**src/rtl/mem_port_arbiter_pkg.sv**
```systemverilog
// -----------------------------------------------------------------------------
// mem_port_arbiter_pkg
// Shared types for the memory port arbiter:
//   - arb_state_e : arbiter FSM state encoding
//   - owner_e     : which pipeline stage owns the current transaction
//   - FETCH_BE    : byte enables used for every instruction fetch
//   - state_owner : maps an FSM state to the stage it serves
// -----------------------------------------------------------------------------
package mem_port_arbiter_pkg;

    localparam int unsigned STARVE_LIMIT_DEFAULT = 4;
    localparam logic [3:0]  FETCH_BE             = 4'hF;

    typedef enum logic [2:0] {
        ST_IDLE     = 3'd0,
        ST_ISSUE_IF = 3'd1,
        ST_ISSUE_DM = 3'd2,
        ST_WAIT_IF  = 3'd3,
        ST_WAIT_DM  = 3'd4
    } arb_state_e;

    typedef enum logic {
        OWN_IF = 1'b0,
        OWN_DM = 1'b1
    } owner_e;

    // Data-side states belong to MEM; everything else (including IDLE,
    // where no mem* output is driven anyway) maps to IF.
    function automatic owner_e state_owner(input arb_state_e st);
        owner_e own;
        case (st)
            ST_ISSUE_DM: own = OWN_DM;
            ST_WAIT_DM:  own = OWN_DM;
            default:     own = OWN_IF;
        endcase
        return own;
    endfunction

endpackage

```
**src/rtl/mem_port_arbiter_if.sv**
```systemverilog
// -----------------------------------------------------------------------------
// mem_port_arbiter_if
// Bundles every signal around the shared memory port:
//   fetch side : ifReq, ifAddr, ifFlush -> ifRdata, ifValid
//   data side  : dmReq, dmWe, dmAddr, dmWdata, dmBe -> dmRdata, dmValid
//   memory     : memReq, memWe, memAddr, memWdata, memBe <- memReady,
//                memRdata, memRvalid
//   stalls     : StallFMem, StallMMem
// Modports:
//   slave  : the arbiter (serves pipeline requests, drives the memory bus)
//   master : the environment (pipeline stages and memory model)
// -----------------------------------------------------------------------------
interface mem_port_arbiter_if;

    logic        ifReq;
    logic [31:0] ifAddr;
    logic        ifFlush;
    logic [31:0] ifRdata;
    logic        ifValid;

    logic        dmReq;
    logic        dmWe;
    logic [31:0] dmAddr;
    logic [31:0] dmWdata;
    logic [3:0]  dmBe;
    logic [31:0] dmRdata;
    logic        dmValid;

    logic        memReq;
    logic        memWe;
    logic [31:0] memAddr;
    logic [31:0] memWdata;
    logic [3:0]  memBe;
    logic        memReady;
    logic [31:0] memRdata;
    logic        memRvalid;

    logic        StallFMem;
    logic        StallMMem;

    modport slave (
        input  ifReq, ifAddr, ifFlush,
        output ifRdata, ifValid,
        input  dmReq, dmWe, dmAddr, dmWdata, dmBe,
        output dmRdata, dmValid,
        output memReq, memWe, memAddr, memWdata, memBe,
        input  memReady, memRdata, memRvalid,
        output StallFMem, StallMMem
    );

    modport master (
        output ifReq, ifAddr, ifFlush,
        input  ifRdata, ifValid,
        output dmReq, dmWe, dmAddr, dmWdata, dmBe,
        input  dmRdata, dmValid,
        input  memReq, memWe, memAddr, memWdata, memBe,
        output memReady, memRdata, memRvalid,
        input  StallFMem, StallMMem
    );

endinterface

```
**src/rtl/mem_port_arbiter_starve_counter.sv**
```systemverilog
// -----------------------------------------------------------------------------
// mem_port_arbiter_starve_counter
// Saturating counter of consecutive data grants taken while a fetch waits.
// Ports:
//   clk, rst   : clock, asynchronous active-low reset
//   inc        : count one more data grant (saturates at LIMIT)
//   clr        : restart the streak (wins over inc)
//   at_limit   : registered flag, high while the count equals LIMIT
// -----------------------------------------------------------------------------
module mem_port_arbiter_starve_counter #(
    parameter int unsigned LIMIT = 4
) (
    input  logic clk,
    input  logic rst,
    input  logic inc,
    input  logic clr,
    output logic at_limit
);

    localparam int unsigned CW    = $clog2(LIMIT + 1);
    localparam logic [CW-1:0] LIM_C = CW'(LIMIT);

    logic [CW-1:0] count_q;
    logic [CW-1:0] count_d;
    logic          at_limit_q;
    logic          at_limit_d;

    // Next count: clear, saturating increment, or hold.
    always_comb begin
        count_d = count_q;
        if (clr) begin
            count_d = {CW{1'b0}};
        end else if (inc && (count_q != LIM_C)) begin
            count_d = count_q + CW'(1);
        end else begin
            count_d = count_q;
        end
        at_limit_d = (count_d == LIM_C);
    end

    // Counter and limit flag registers.
    always_ff @(posedge clk or negedge rst) begin
        if (!rst) begin
            count_q    <= {CW{1'b0}};
            at_limit_q <= 1'b0;
        end else begin
            count_q    <= count_d;
            at_limit_q <= at_limit_d;
        end
    end

    assign at_limit = at_limit_q;

endmodule

```
**src/rtl/mem_port_arbiter.sv**
```systemverilog
// -----------------------------------------------------------------------------
// mem_port_arbiter
// Shares one memory port between instruction fetch (IF) and data memory (MEM).
// One transaction at a time: IDLE -> ISSUE_x (memReq high until memReady)
// -> WAIT_x (until memRvalid) -> IDLE. Data wins ties unless STARVE_LIMIT
// consecutive data grants have already been made while a fetch waited.
// Ports:
//   clk, rst : clock, asynchronous active-low reset
//   bus      : mem_port_arbiter_if.slave (pipeline, memory and stall signals)
// Parameter:
//   STARVE_LIMIT : data grants allowed in a row while a fetch waits (>= 1)
// -----------------------------------------------------------------------------
module mem_port_arbiter
    import mem_port_arbiter_pkg::*;
#(
    parameter int unsigned STARVE_LIMIT = STARVE_LIMIT_DEFAULT
) (
    input  logic                  clk,
    input  logic                  rst,
    mem_port_arbiter_if.slave     bus
);

    arb_state_e state_q;
    arb_state_e state_d;
    logic       drop_q;
    logic       drop_d;
    logic       grant_if_s;
    logic       grant_dm_s;
    logic       at_limit_s;
    logic       streak_inc_s;
    logic       streak_clr_s;
    owner_e     owner_s;
    logic       if_valid_s;
    logic       dm_valid_s;

    // Next-state, grant decisions and flush bookkeeping.
    always_comb begin
        state_d    = state_q;
        drop_d     = drop_q;
        grant_if_s = 1'b0;
        grant_dm_s = 1'b0;
        case (state_q)
            ST_IDLE: begin
                // A waiting fetch that hit the starvation limit beats data.
                if (bus.dmReq && !(bus.ifReq && at_limit_s)) begin
                    state_d    = ST_ISSUE_DM;
                    grant_dm_s = 1'b1;
                end else if (bus.ifReq) begin
                    state_d    = ST_ISSUE_IF;
                    grant_if_s = 1'b1;
                end else begin
                    state_d = ST_IDLE;
                end
            end
            ST_ISSUE_IF: begin
                // A flushed fetch is still issued; only its response is dropped.
                if (bus.ifFlush) begin
                    drop_d = 1'b1;
                end else begin
                    drop_d = drop_q;
                end
                if (bus.memReady) begin
                    state_d = ST_WAIT_IF;
                end else begin
                    state_d = ST_ISSUE_IF;
                end
            end
            ST_WAIT_IF: begin
                if (bus.memRvalid) begin
                    state_d = ST_IDLE;
                    drop_d  = 1'b0;
                end else if (bus.ifFlush) begin
                    drop_d = 1'b1;
                end else begin
                    drop_d = drop_q;
                end
            end
            ST_ISSUE_DM: begin
                if (bus.memReady) begin
                    state_d = ST_WAIT_DM;
                end else begin
                    state_d = ST_ISSUE_DM;
                end
            end
            ST_WAIT_DM: begin
                if (bus.memRvalid) begin
                    state_d = ST_IDLE;
                end else begin
                    state_d = ST_WAIT_DM;
                end
            end
            default: begin
                state_d = ST_IDLE;
                drop_d  = 1'b0;
            end
        endcase
    end

    // State and drop flag registers.
    always_ff @(posedge clk or negedge rst) begin
        if (!rst) begin
            state_q <= ST_IDLE;
            drop_q  <= 1'b0;
        end else begin
            state_q <= state_d;
            drop_q  <= drop_d;
        end
    end

    // A data grant extends the streak only if a fetch is being passed over.
    assign streak_inc_s = grant_dm_s & bus.ifReq;
    assign streak_clr_s = grant_if_s | (grant_dm_s & ~bus.ifReq);

    mem_port_arbiter_starve_counter #(
        .LIMIT (STARVE_LIMIT)
    ) u_starve_counter (
        .clk      (clk),
        .rst      (rst),
        .inc      (streak_inc_s),
        .clr      (streak_clr_s),
        .at_limit (at_limit_s)
    );

    assign owner_s = state_owner(state_q);

    // Memory request mux, response routing and stall generation.
    always_comb begin
        bus.memReq   = 1'b0;
        bus.memWe    = 1'b0;
        bus.memAddr  = 32'h0000_0000;
        bus.memWdata = 32'h0000_0000;
        bus.memBe    = 4'h0;
        if ((state_q == ST_ISSUE_IF) || (state_q == ST_ISSUE_DM)) begin
            bus.memReq = 1'b1;
            case (owner_s)
                OWN_DM: begin
                    bus.memWe    = bus.dmWe;
                    bus.memAddr  = bus.dmAddr;
                    bus.memWdata = bus.dmWdata;
                    bus.memBe    = bus.dmBe;
                end
                default: begin
                    bus.memWe    = 1'b0;
                    bus.memAddr  = bus.ifAddr;
                    bus.memWdata = 32'h0000_0000;
                    bus.memBe    = FETCH_BE;
                end
            endcase
        end else begin
            bus.memReq = 1'b0;
        end

        // A flush arriving together with the response also discards it.
        if_valid_s = (state_q == ST_WAIT_IF) && bus.memRvalid &&
                     !(drop_q || bus.ifFlush);
        dm_valid_s = (state_q == ST_WAIT_DM) && bus.memRvalid;

        bus.ifValid   = if_valid_s;
        bus.dmValid   = dm_valid_s;
        bus.ifRdata   = if_valid_s ? bus.memRdata : 32'h0000_0000;
        bus.dmRdata   = dm_valid_s ? bus.memRdata : 32'h0000_0000;
        bus.StallFMem = bus.ifReq & ~if_valid_s;
        bus.StallMMem = bus.dmReq & ~dm_valid_s;
    end

endmodule

```
**src/flat_wrapper.sv**
```systemverilog
// flat-port wrapper written by rule: the top's interface ports become plain ports
module mem_port_arbiter_flat import mem_port_arbiter_pkg::*;
#(
    parameter int unsigned STARVE_LIMIT = STARVE_LIMIT_DEFAULT
)
  (clk, rst, bus_ifReq, bus_ifAddr, bus_ifFlush, bus_ifRdata, bus_ifValid, bus_dmReq, bus_dmWe, bus_dmAddr, bus_dmWdata, bus_dmBe, bus_dmRdata, bus_dmValid, bus_memReq, bus_memWe, bus_memAddr, bus_memWdata, bus_memBe, bus_memReady, bus_memRdata, bus_memRvalid, bus_StallFMem, bus_StallMMem);
  mem_port_arbiter_if bus_i ();
  input  logic clk;
  input  logic rst;
  input wire logic [$bits(bus_i.ifReq)-1:0] bus_ifReq;
  input wire logic [$bits(bus_i.ifAddr)-1:0] bus_ifAddr;
  input wire logic [$bits(bus_i.ifFlush)-1:0] bus_ifFlush;
  output wire logic [$bits(bus_i.ifRdata)-1:0] bus_ifRdata;
  output wire logic [$bits(bus_i.ifValid)-1:0] bus_ifValid;
  input wire logic [$bits(bus_i.dmReq)-1:0] bus_dmReq;
  input wire logic [$bits(bus_i.dmWe)-1:0] bus_dmWe;
  input wire logic [$bits(bus_i.dmAddr)-1:0] bus_dmAddr;
  input wire logic [$bits(bus_i.dmWdata)-1:0] bus_dmWdata;
  input wire logic [$bits(bus_i.dmBe)-1:0] bus_dmBe;
  output wire logic [$bits(bus_i.dmRdata)-1:0] bus_dmRdata;
  output wire logic [$bits(bus_i.dmValid)-1:0] bus_dmValid;
  output wire logic [$bits(bus_i.memReq)-1:0] bus_memReq;
  output wire logic [$bits(bus_i.memWe)-1:0] bus_memWe;
  output wire logic [$bits(bus_i.memAddr)-1:0] bus_memAddr;
  output wire logic [$bits(bus_i.memWdata)-1:0] bus_memWdata;
  output wire logic [$bits(bus_i.memBe)-1:0] bus_memBe;
  input wire logic [$bits(bus_i.memReady)-1:0] bus_memReady;
  input wire logic [$bits(bus_i.memRdata)-1:0] bus_memRdata;
  input wire logic [$bits(bus_i.memRvalid)-1:0] bus_memRvalid;
  output wire logic [$bits(bus_i.StallFMem)-1:0] bus_StallFMem;
  output wire logic [$bits(bus_i.StallMMem)-1:0] bus_StallMMem;
  assign bus_i.ifReq = bus_ifReq;
  assign bus_i.ifAddr = bus_ifAddr;
  assign bus_i.ifFlush = bus_ifFlush;
  assign bus_ifRdata = bus_i.ifRdata;
  assign bus_ifValid = bus_i.ifValid;
  assign bus_i.dmReq = bus_dmReq;
  assign bus_i.dmWe = bus_dmWe;
  assign bus_i.dmAddr = bus_dmAddr;
  assign bus_i.dmWdata = bus_dmWdata;
  assign bus_i.dmBe = bus_dmBe;
  assign bus_dmRdata = bus_i.dmRdata;
  assign bus_dmValid = bus_i.dmValid;
  assign bus_memReq = bus_i.memReq;
  assign bus_memWe = bus_i.memWe;
  assign bus_memAddr = bus_i.memAddr;
  assign bus_memWdata = bus_i.memWdata;
  assign bus_memBe = bus_i.memBe;
  assign bus_i.memReady = bus_memReady;
  assign bus_i.memRdata = bus_memRdata;
  assign bus_i.memRvalid = bus_memRvalid;
  assign bus_StallFMem = bus_i.StallFMem;
  assign bus_StallMMem = bus_i.StallMMem;
  mem_port_arbiter #(.STARVE_LIMIT(STARVE_LIMIT)) u_core (.clk(clk), .rst(rst), .bus(bus_i));
endmodule
```
**config.mk**
```make
export PLATFORM = sky130hd
export DESIGN_NAME = mem_port_arbiter_flat
export DESIGN_NICKNAME = d
export VERILOG_FILES = /design/src/rtl/mem_port_arbiter_pkg.sv /design/src/rtl/mem_port_arbiter_if.sv /design/src/rtl/mem_port_arbiter_starve_counter.sv /design/src/rtl/mem_port_arbiter.sv /design/src/flat_wrapper.sv
export SDC_FILE = /design/constraint.sdc
export NUM_CORES = 1
export LEC_CHECK = 0
export ABC_AREA = 1
export CAP_MARGIN = 40
export CELL_PAD_IN_SITES_DETAIL_PLACEMENT = 1
export CELL_PAD_IN_SITES_GLOBAL_PLACEMENT = 2
export CORE_MARGIN = 2
export CORE_UTILIZATION = 10
export DETAILED_ROUTE_END_ITERATION = 16
export PLACE_DENSITY = 0.84
export REMOVE_ABC_BUFFERS = 1
export SYNTH_ARGS = -nofsm -noshare
export SYNTH_HDL_FRONTEND = slang
export SYNTH_HIERARCHICAL = 1
export SYNTH_SLANG_ARGS = --single-unit
```
**constraint.sdc**
```tcl
create_clock -name clk -period 1.8 [get_ports clk]
set_input_delay 0.27 -clock clk [delete_from_list [all_inputs] [get_ports clk]]
set_output_delay 0.27 -clock clk [all_outputs]
set_load 0.005 [all_outputs]
```
==> results of run 1 <==
state kept, by name, summed over array words and instances (netlist names):
signal	cells
u_core/drop_q	1
u_core/u_starve_counter/count_q	3
u_core/u_starve_counter/at_limit	1
u_core/state_q	3
cell usage in the layout, fill, tap and decap left out, types with 8 or more instances in the layout:
| master | n |
|---|---|
| buf_2 | 130 |
| buf_6 | 25 |
| nor2_4 | 38 |
| nor2_2 | 53 |
| nor2_1 | 76 |
| nand2_1 | 53 |
| nand3_1 | 9 |
| buf_4 | 28 |
| clkdlybuf4s50_1 | 140 |
| nand3_2 | 30 |
| inv_1 | 119 |
| buf_16 | 8 |
| nand2_2 | 8 |
| buf_12 | 17 |
cells by family (layout without fill, tap and decap cells):
kind of cell / count (synthesis) / count (layout)
simple gates: 281 / 281
buf+inv: 144 / 490
flops: 8 / 8
fa+ha+maj: 2 / 2
compound gates: 2 / 2
power groups by stage:
stage                     Combinational, uW  Clock [uW]  Sequential, uW
after floorplan                        1760           0             299
after global placement                 5090           0             294
after detailed placement               5100           0             298
after CTS                              5810         378             298
after global routing                   7020         392             306
final                                  6430         370             298
cell type report:
type,instances,area share
Sequential cell,8,0.0322
Multi-Input combinational cell,285,0.291
Clock buffer,3,0.0120
Inverter,122,0.0737
Tap cell,270,0.0541
Timing Repair Buffer,365,0.537
worst register-to-register path, stage by stage (launching register included):
cell and delay, ns:
dfrtp_2 0.43, buf_6 0.13, nor2_4 0.12, buf_6 0.12, buf_4 0.11, nand4_1 0.13
nor2_1 0.13, buf_4 0.14, nand2_2 0.06, nand2_1 0.08, nand3_2 0.08, nand2_2 0.08
nor2_2 0.03
worst paths after layout:
| kind | end | cells after the start | start | slack [ns] |
|---|---|---|---|---|
| max | bus_ifRdata[25] | 11 | u_core/state_q[1] | -0.17 |
| min | u_core/drop_q | 1 | rst | 0.33 |
| max reg2reg | u_core/u_starve_counter/at_limit | 12 | u_core/state_q[1] | 0.06 |
| min reg2reg | u_core/drop_q | 2 | u_core/drop_q | 0.49 |
| max in group asynchronous | u_core/state_q[1] | 1 | rst | 1.18 |
| min in group clk | u_core/drop_q | 2 | u_core/drop_q | 0.49 |
timing repair:
item / in CTS / in global routing
endpoints found under the setup margin: 138 / 135
gates cloned: 8 / 4
gates resized for setup: 585 / 148
pin swaps: 18 / 31
hold buffers: 0 / 0
buffers inserted: 32 / 13
endpoints found under the hold margin: 0 / 0
stage by stage:
step / TNS (ns) / util / worst slack (ns)
3_5_place_dp: -28.43 / 0.267 / -0.448
2_1_floorplan: -23.68 / - / -0.635
5_1_grt: -19.13 / 0.308 / -0.247
4_1_cts: -11.82 / 0.287 / -0.200
3_3_place_gp: -26.18 / 0.267 / -0.416
6_report: -10.71 / 0.308 / -0.168
Yosys cell counts:
cell type    n
ha_1         2
buf_2       13
buf_4        6
nand3_2      3
nand3_1     39
dfrtp_1      8
o22ai_1      1
buf_6        3
nand2_2      5
nand2_1     60
nor2_1     133
o21ai_0      1
or2_2        1
nor2_4       1
nand4_1      6
inv_1      119
nor2_2      33
inv_2        3
layer usage:
layer | up-vias | global-route usage | wire, um
met4 | 0 | 0.0162 | 151
met3 | 10 | 0.0178 | 906
li1 | 1932 | - | -
met5 | - | 0 | 0
met1 | 1732 | 0.139 | 5850
met2 | 157 | 0.225 | 7690
==> metrics.yaml, run 1 <==
floorplan:
  core_area_um2: 20300
  initial_core_util: 0.103
  fp.dieW_um: 148
  rows: 52
  ioPinCount: 278
  die_h_um: 148
  die_area_um2: 22000
synth:
  synth_fa_ha_area_frac: 0.0120
  synth_area_per_cell_um2: 4.76
  netlist_top_cells_area: "nor2_1 24%, inv_1 21%, nand2_1 11%"
  yosys.area_share.simple: 0.597
  yosysSeqAreaShare: 0.0962
  synth.ff_latch_count: 8
  ys_warn_count: 6
  synth_xor_area_frac: 0
  yosys.area.top_type: "nor2_1"
  synth_top_family_by_area: "simple AND/OR/NAND/NOR gates"
  netlist_area_um2: 2080
  synth_top_area_frac: 0.240
  yosysUniqueCellTypes: 18
  synth_compound_area_frac: 0.00541
  synthCells: 437
  synthMuxAreaShare: 0
worst_setup_path:
  cp.required_ns: 1.53
  critPathMaxStageDelay_ns: 0.40
  critPathCaptureType: "output port"
  path_max_fanout: 8
  cp_data_arrival_time_ns: 1.70
  cp_slowest_cell: "dfrtp_2"
  startpoint_type: "flop"
  worstPathCellList: "buf_4 -> buf_6 -> nand2_4 -> nor2_4 -> nand2_2 -> nor2_4 -> inv_4 -> buf_12 -> buf_12 -> nor2_2 -> buf_2"
  path_buf_inv: 6
  path_class: "flop to output port"
  path_delay_family: "buffers and inverters"
clock_tree:
  root_buffer: "clkbuf_16"
  htreeDepth: 1
  cts.sinks: 8
  cts_tree: "done"
  clock_latency_ns: 0.23
  cts_max_path_buffers: 2
  path_clk_slew_ns: 0.04
  numCtsBuffers: 3
timing:
  tightest_slew_ns: 0.378
  skew_ns: 0.000500
  holdWs_ns: 0.329
  slew_viol_final: 0
  period_share: 1.09
  final_hold_viol_count: 0
  fmax_mhz: 508
  fin_ws_ns: -0.168
  maxSlewHeadroom: 0.747
  fin_crit_ns: 1.97
  setup_violations: 110
  rsz0062_at_grt: "true"
power_and_ir_drop:
  ir_drop_v: 0.000435
  p_int_uw: 3950
  share_comb_of_total_power: 0.906
  power.total_uw: 7100
  power.switching_uw: 3150
  clkPwrFrac: 0.052
  sequentialPowerShare: 0.042
  p_sw_frac: 0.443
  pwr_density_cell_nw_per_um2: 1140
  leakagePower_uw: 0.00349
global_route:
  grt_use_total: 0.117
  gr-total-overflow: 0
  antenna_found_initial: 0
  grt_pass1_vias: 3827
  grt_max_degree: 20
  grt_pass1_wl_um: 20700
outcome:
  violations: "setup timing"
  status: "complete, but fails checks"
placement:
  port_buffers: 277
  place.detailed.hpwl_um: 10000
  placed_cells: 996
  place.gp.congestion: 0.709
  dpl_cell_area_um2: 5420
finish:
  fin_cells: 1053
  drive_gt1_frac: 0.471
  diodes: 0
  area_growth_pct: 200
  ff_latch_area_um2: 201
  fin_area_um2: 6250
  fillers: 2563
  multi_input_area_um2: 1820
  nNetsFinal: 927
detailed_routing:
  vias: 3831
  routed_wl_um: 14600
  ant_nets: 0
  wl_per_cell_um: 13.9
  initialDrtViolationCount: 63
  drc: 0
  firstDrtPassIters: 4
  vias_per_cell: 3.64
min_path:
  worstHoldPathType: "primary input to asynchronous set/reset pin"
job:
  drv_cap: 0
No activity file was read; power rests on OpenSTA's default activity.
==> run 2, diff against run 1 <==
==> constraint.sdc (replaced) <==
create_clock -name clk -period 2.5 [get_ports clk]
set_input_delay 0.375 -clock clk [delete_from_list [all_inputs] [get_ports clk]]
set_output_delay 0.375 -clock clk [all_outputs]
set_load 0.005 [all_outputs]
==> metrics.yaml, run 2 (synthesized netlist as in run 1, its figures left out) <==
timing:
  fin_crit_ns: 2.43
  final_hold_viol_count: 0  # unchanged
  period_share: 0.971
  maxSlewHeadroom: 0.751  # +0.00406
  slew_viol_final: 0  # unchanged
  setup_violations: 0  # -100%
  skew_ns: 0.00108  # +0.000582 ns
  fmax_mhz: 412
  tightest_slew_ns: 0.372  # -0.00607 ns
clock_tree:
  path_clk_slew_ns: 0.04  # about the same
  numCtsBuffers: 3  # unchanged
  cts_tree: "done"
  cts_max_path_buffers: 2  # unchanged
  clock_latency_ns: 0.23  # about the same
  cts.sinks: 8  # unchanged
  htreeDepth: 1  # unchanged
  root_buffer: "clkbuf_16"
job:
  drv_cap: 0  # unchanged
placement:
  dpl_cell_area_um2: 5200  # -3.9%
  port_buffers: 277  # unchanged
  placed_cells: 971  # -2.5%
  place.detailed.hpwl_um: 9660  # -3.4%
  place.gp.congestion: 0.731  # +3.1%
worst_setup_path:
  worstRegToRegCells: 7  # -5
  r2r_start: "u_core/state_q[0]"
  crit_end: "bus_ifRdata[2]"
  critPathCaptureType: "output port"
  rr_endpoint: "u_core/u_starve_counter/at_limit"
  crit_path_start: "bus_ifFlush"
  cp.required_ns: 2.12  # +0.59 ns
  startpoint_type: "primary input"
  cp_data_arrival_time_ns: 2.05  # +0.35 ns
  ff2ff_setup_slack_ns: 0.92  # +0.86 ns
  path_max_fanout: 32  # +24
  path_class: "primary input to output port"
floorplan:
  ioPinCount: 278  # unchanged
  core_area_um2: 20300  # unchanged
  die_area_um2: 22000  # unchanged
  die_h_um: 148  # unchanged
  initial_core_util: 0.103  # unchanged
  fp.dieW_um: 148  # unchanged
  rows: 52  # unchanged
detailed_routing:
  ant_nets: 0  # unchanged
  vias_per_cell: 3.50  # -3.9%
  initialDrtViolationCount: 53  # -16%
  wl_per_cell_um: 11.9  # -14%
  firstDrtPassIters: 4  # unchanged
  vias: 3412  # -11%
  drc: 0  # unchanged
  routed_wl_um: 11600  # -20%
finish:
  final_core_util: 0.263  # -0.0452
  fin_area_um2: 5330  # -15%
  nNetsFinal: 850  # -8.3%
  final_common_cell: "clkdlybuf4s50_1"
  area_growth_pct: 156
  reg_top3: "u_core/state_q: 3 flops, u_core/u_starve_counter/count_q: 3 flops"
  final_cell_mix: "274 x clkdlybuf4s50_1, 133 x nor2_1, 118 x inv_1"
  drive_gt1_frac: 0.0921  # -0.379
  fillers: 2547  # -0.62%
  diodes: 0  # unchanged
  fin_cells: 976  # -7.3%
global_route:
  grt_pass1_wl_um: 17600  # -15%
  grt_pass1_vias: 3416  # -11%
  grt_max_degree: 36  # +80%
  antenna_found_initial: 0  # unchanged
  gr-total-overflow: 0  # unchanged
  grt_use_total: 0.0975  # -0.0193
power_and_ir_drop:
  leakagePower_uw: 0.00262  # -25%
  ir_drop_v: 0.000358  # -18%
  pwr_density_cell_nw_per_um2: 711  # -37%
min_path:
  worstHoldPathType: "primary input to asynchronous set/reset pin"
outcome:
  status: "complete, no violations"
[run 2: changes by cell type in the layout (fill, tap and decap cells not counted), sizes merged, moves of 2 or more]
cell / before / now
dlymetal6s2s: 0 / 2
clkbuf: 11 / 3
buf: 215 / 11
clkdlybuf4s50: 140 / 274
[run 2: critical path, cell delays in order]
cell,delay [ns]
clkdlybuf4s50_1,0.39
or2_2,0.33
nor2_4,0.10
inv_2,0.05
buf_12,0.17
nor2_2,0.11
clkdlybuf4s50_1,0.50
[run 2: worst min path at each step]
stage | endpoint | cells past startpoint
floorplan | u_core/drop_q | 0
global placement | u_core/drop_q | 2
detailed placement | u_core/drop_q | 2
CTS | u_core/state_q[0] | 1
global route | u_core/state_q[2] | 1
finish | u_core/u_starve_counter/count_q[1] | 1
[run 2: power by group]
part           switching, uW  internal, uW  leakage (uW)
Sequential              50.2           179      0.000103
Clock                   61.0           206     0.0000370
Combinational           1550          1740       0.00248
Total                   1660          2130       0.00262
[run 2: cell type report]
cell class	count	area (um^2)	share of cell area
clock buffer	3	75.1	0.0141
multi-input combinational	285	1310	0.245
tap	270	338	0.0634
timing repair buffer	288	2950	0.554
inverter	122	458	0.0859
sequential	8	203	0.0380
[run 2: layer usage]
layer | vias up | share of wire | global-route usage
li1 | 1768 | - | -
met1 | 1486 | 0.39 | 0.108
met2 | 154 | 0.51 | 0.189
met3 | 4 | 0.094 | 0.0255
met4 | 0 | 0.0050 | 0.0129
met5 | - | 0 | 0
[run 2: repair_timing]
action	4_1_cts	5_1_grt
resized for setup	2	10
hold buffers	0	0
buffers inserted	0	2
pin swaps	0	1
endpoints found under the setup margin	2	75
[run 2: through the flow]
step / TNS [ns] / setup WS, ns / total power, uW / hold slack (ns)
after floorplan: -1.29 / -0.0403 / 1480 / 0.0794
after global placement: 0 / 0.0533 / 3550 / 0.459
after detailed placement: 0 / 0.0164 / 3560 / 0.473
after CTS: 0 / 0.00347 / 3870 / 0.446
after global routing: -0.000330 / -0.000330 / 4180 / 0.470
final: 0 / 0.0724 / 3790 / 0.430
==> run 3, diff against run 2 <==
--- a/config.mk
+++ b/config.mk
@@ -6,6 +6,7 @@
 export NUM_CORES = 1
 export LEC_CHECK = 0
 export ABC_AREA = 1
+export ABC_CLOCK_PERIOD_IN_PS = 2500
 export CAP_MARGIN = 40
 export CELL_PAD_IN_SITES_DETAIL_PLACEMENT = 1
 export CELL_PAD_IN_SITES_GLOBAL_PLACEMENT = 2
@@ -14,6 +15,7 @@
 export DETAILED_ROUTE_END_ITERATION = 16
 export PLACE_DENSITY = 0.84
 export REMOVE_ABC_BUFFERS = 1
+export SKIP_CTS_REPAIR_TIMING = 1
 export SYNTH_ARGS = -nofsm -noshare
 export SYNTH_HDL_FRONTEND = slang
 export SYNTH_HIERARCHICAL = 1
==> metrics.yaml, run 3 (synthesized netlist as in run 1, its figures left out) <==
worst_setup_path:
  path_max_fanout: 32  # unchanged
  cp_common_cell: "clkdlybuf4s50_1"
  cp_data_arrival_time_ns: 2.05  # about the same
  worstPathCellList: "clkdlybuf4s50_1 -> or2_2 -> nor2_4 -> inv_2 -> buf_12 -> nor2_2 -> clkdlybuf4s50_1"
  cp.required_ns: 2.12  # about the same
  critPathMaxStageDelay_ns: 0.50  # about the same
  critPathCaptureType: "output port"
  cp_slowest_cell: "clkdlybuf4s50_1"
  path_class: "primary input to output port"
  startpoint_type: "primary input"
clock_tree:
  clock_latency_ns: 0.23  # about the same
  htreeDepth: 1  # unchanged
  cts.sinks: 8  # unchanged
  cts_max_path_buffers: 2  # unchanged
  root_buffer: "clkbuf_16"
  numCtsBuffers: 3  # unchanged
  cts_tree: "done"
  path_clk_slew_ns: 0.04  # about the same
power_and_ir_drop:
  pwr_density_cell_nw_per_um2: 724  # +1.8%
  leakagePower_uw: 0.00265  # +1.0%
  power.total_uw: 3880  # +2.3%
  ir_drop_v: 0.000357  # -0.18%
placement:
  port_buffers: 277  # unchanged
  dpl_cell_area_um2: 5200  # unchanged
  place.gp.congestion: 0.731  # unchanged
  place_ws_ns: 0.0164  # unchanged
  place.detailed.hpwl_um: 9660  # unchanged
finish:
  fin_area_um2: 5360  # +0.49%
  final_common_cell: "clkdlybuf4s50_1"
  drive_gt1_frac: 0.0934  # +0.00128
  diodes: 0  # unchanged
  reg_top3: "u_core/state_q: 3 flops, u_core/u_starve_counter/count_q: 3 flops"
  area_growth_pct: 157
  nNetsFinal: 851  # +0.12%
  final_cell_mix: "274 x clkdlybuf4s50_1, 133 x nor2_1, 118 x inv_1"
timing:
  tightest_slew_ns: 0.379  # +0.00650 ns
  fin_tns_setup_ns: 0  # unchanged
  period_share: 0.971  # about the same
  final_hold_viol_count: 0  # unchanged
  maxSlewHeadroom: 0.747  # -0.00434
  holdWs_ns: 0.432  # +0.00214 ns
  skew_ns: 0.000374  # -0.000708 ns
  setup_violations: 0  # unchanged
  fmax_mhz: 412  # about the same
  fin_ws_ns: 0.0726  # +0.000254 ns
  slew_viol_final: 0  # unchanged
  fin_crit_ns: 2.43  # -0.000254 ns
global_route:
  antenna_found_initial: 0  # unchanged
  gr-total-overflow: 0  # unchanged
  grt_max_degree: 36  # unchanged
  grt_pass1_wl_um: 17500  # about the same
  grt_use_total: 0.0974  # about the same
  grt_pass1_vias: 3416  # unchanged
job:
  drv_cap: 0  # unchanged
detailed_routing:
  vias: 3430  # +0.53%
  initialDrtViolationCount: 49  # -7.5%
  vias_per_cell: 3.51  # +0.42%
  ant_nets: 0  # unchanged
  routed_wl_um: 11800  # +1.9%
  drc: 0  # unchanged
  wl_per_cell_um: 12.1  # +1.8%
  firstDrtPassIters: 4  # unchanged
floorplan:
  die_h_um: 148  # unchanged
  initial_core_util: 0.103  # unchanged
  fp.dieW_um: 148  # unchanged
  rows: 52  # unchanged
  ioPinCount: 278  # unchanged
  core_area_um2: 20300  # unchanged
  die_area_um2: 22000  # unchanged
outcome:
  status: "complete, no violations"
min_path:
  worstHoldPathType: "primary input to asynchronous set/reset pin"
## run 3: cell types whose count changed in the layout (fill, tap and decap cells not counted), sizes merged
cell          change
clkbuf            +1
dlygate4sd2       -1
dlymetal6s2s      +1
## run 3: final cells by class
class / count / area, um^2
inverters: 122 / 458
flip-flops and latches: 8 / 203
clock buffers: 3 / 75.1
repair buffers: 289 / 2980
multi-input cells: 285 / 1300
fillers: 2547 / 14900
well taps: 270 / 338
## run 3: per-layer routing
metal | vias up | share of wire | track usage | routed length [um]
li1 | 1770 | - | - | -
met1 | 1505 | 0.39 | 0.108 | 4630
met2 | 151 | 0.51 | 0.189 | 6080
met3 | 4 | 0.091 | 0.0255 | 1080
met4 | 0 | 0.0049 | 0.0129 | 58
met5 | - | 0 | 0 | 0
## run 3: final timing paths
| path | start | endpoint | slack, ns | cells past startpoint |
|---|---|---|---|---|
| min in group clk | u_core/drop_q | u_core/drop_q | 0.47 | 2 |
| max in group asynchronous | rst | u_core/state_q[1] | 1.77 | 1 |
| max reg2reg | u_core/state_q[0] | u_core/u_starve_counter/at_limit | 0.92 | 7 |
| min reg2reg | u_core/drop_q | u_core/drop_q | 0.47 | 2 |
| min | rst | u_core/drop_q | 0.43 | 1 |
| max | bus_ifFlush | bus_ifRdata[2] | 0.07 | 7 |
## run 3: critical path: cells and delay by family
kind	cells	cell delay, ns
and+or+nand+nor	3	0.54
buffers and inverters	4	1.11
## run 3: power by group
part	internal, uW	leakage (uW)	switching [uW]
Sequential	179	0.000103	50.4
Clock	206	0.0000370	62.2
Combinational	1800	0.00251	1580
Total	2180	0.00265	1700
## run 3: per-stage QoR
| stage | std cells | util |
|---|---|---|
| 2_1_floorplan | 415 | - |
| 3_3_place_gp | 971 | 0.256 |
| 3_5_place_dp | 971 | 0.256 |
| 4_1_cts | 974 | 0.260 |
| 5_1_grt | 977 | 0.264 |
| 6_report | 977 | 0.264 |
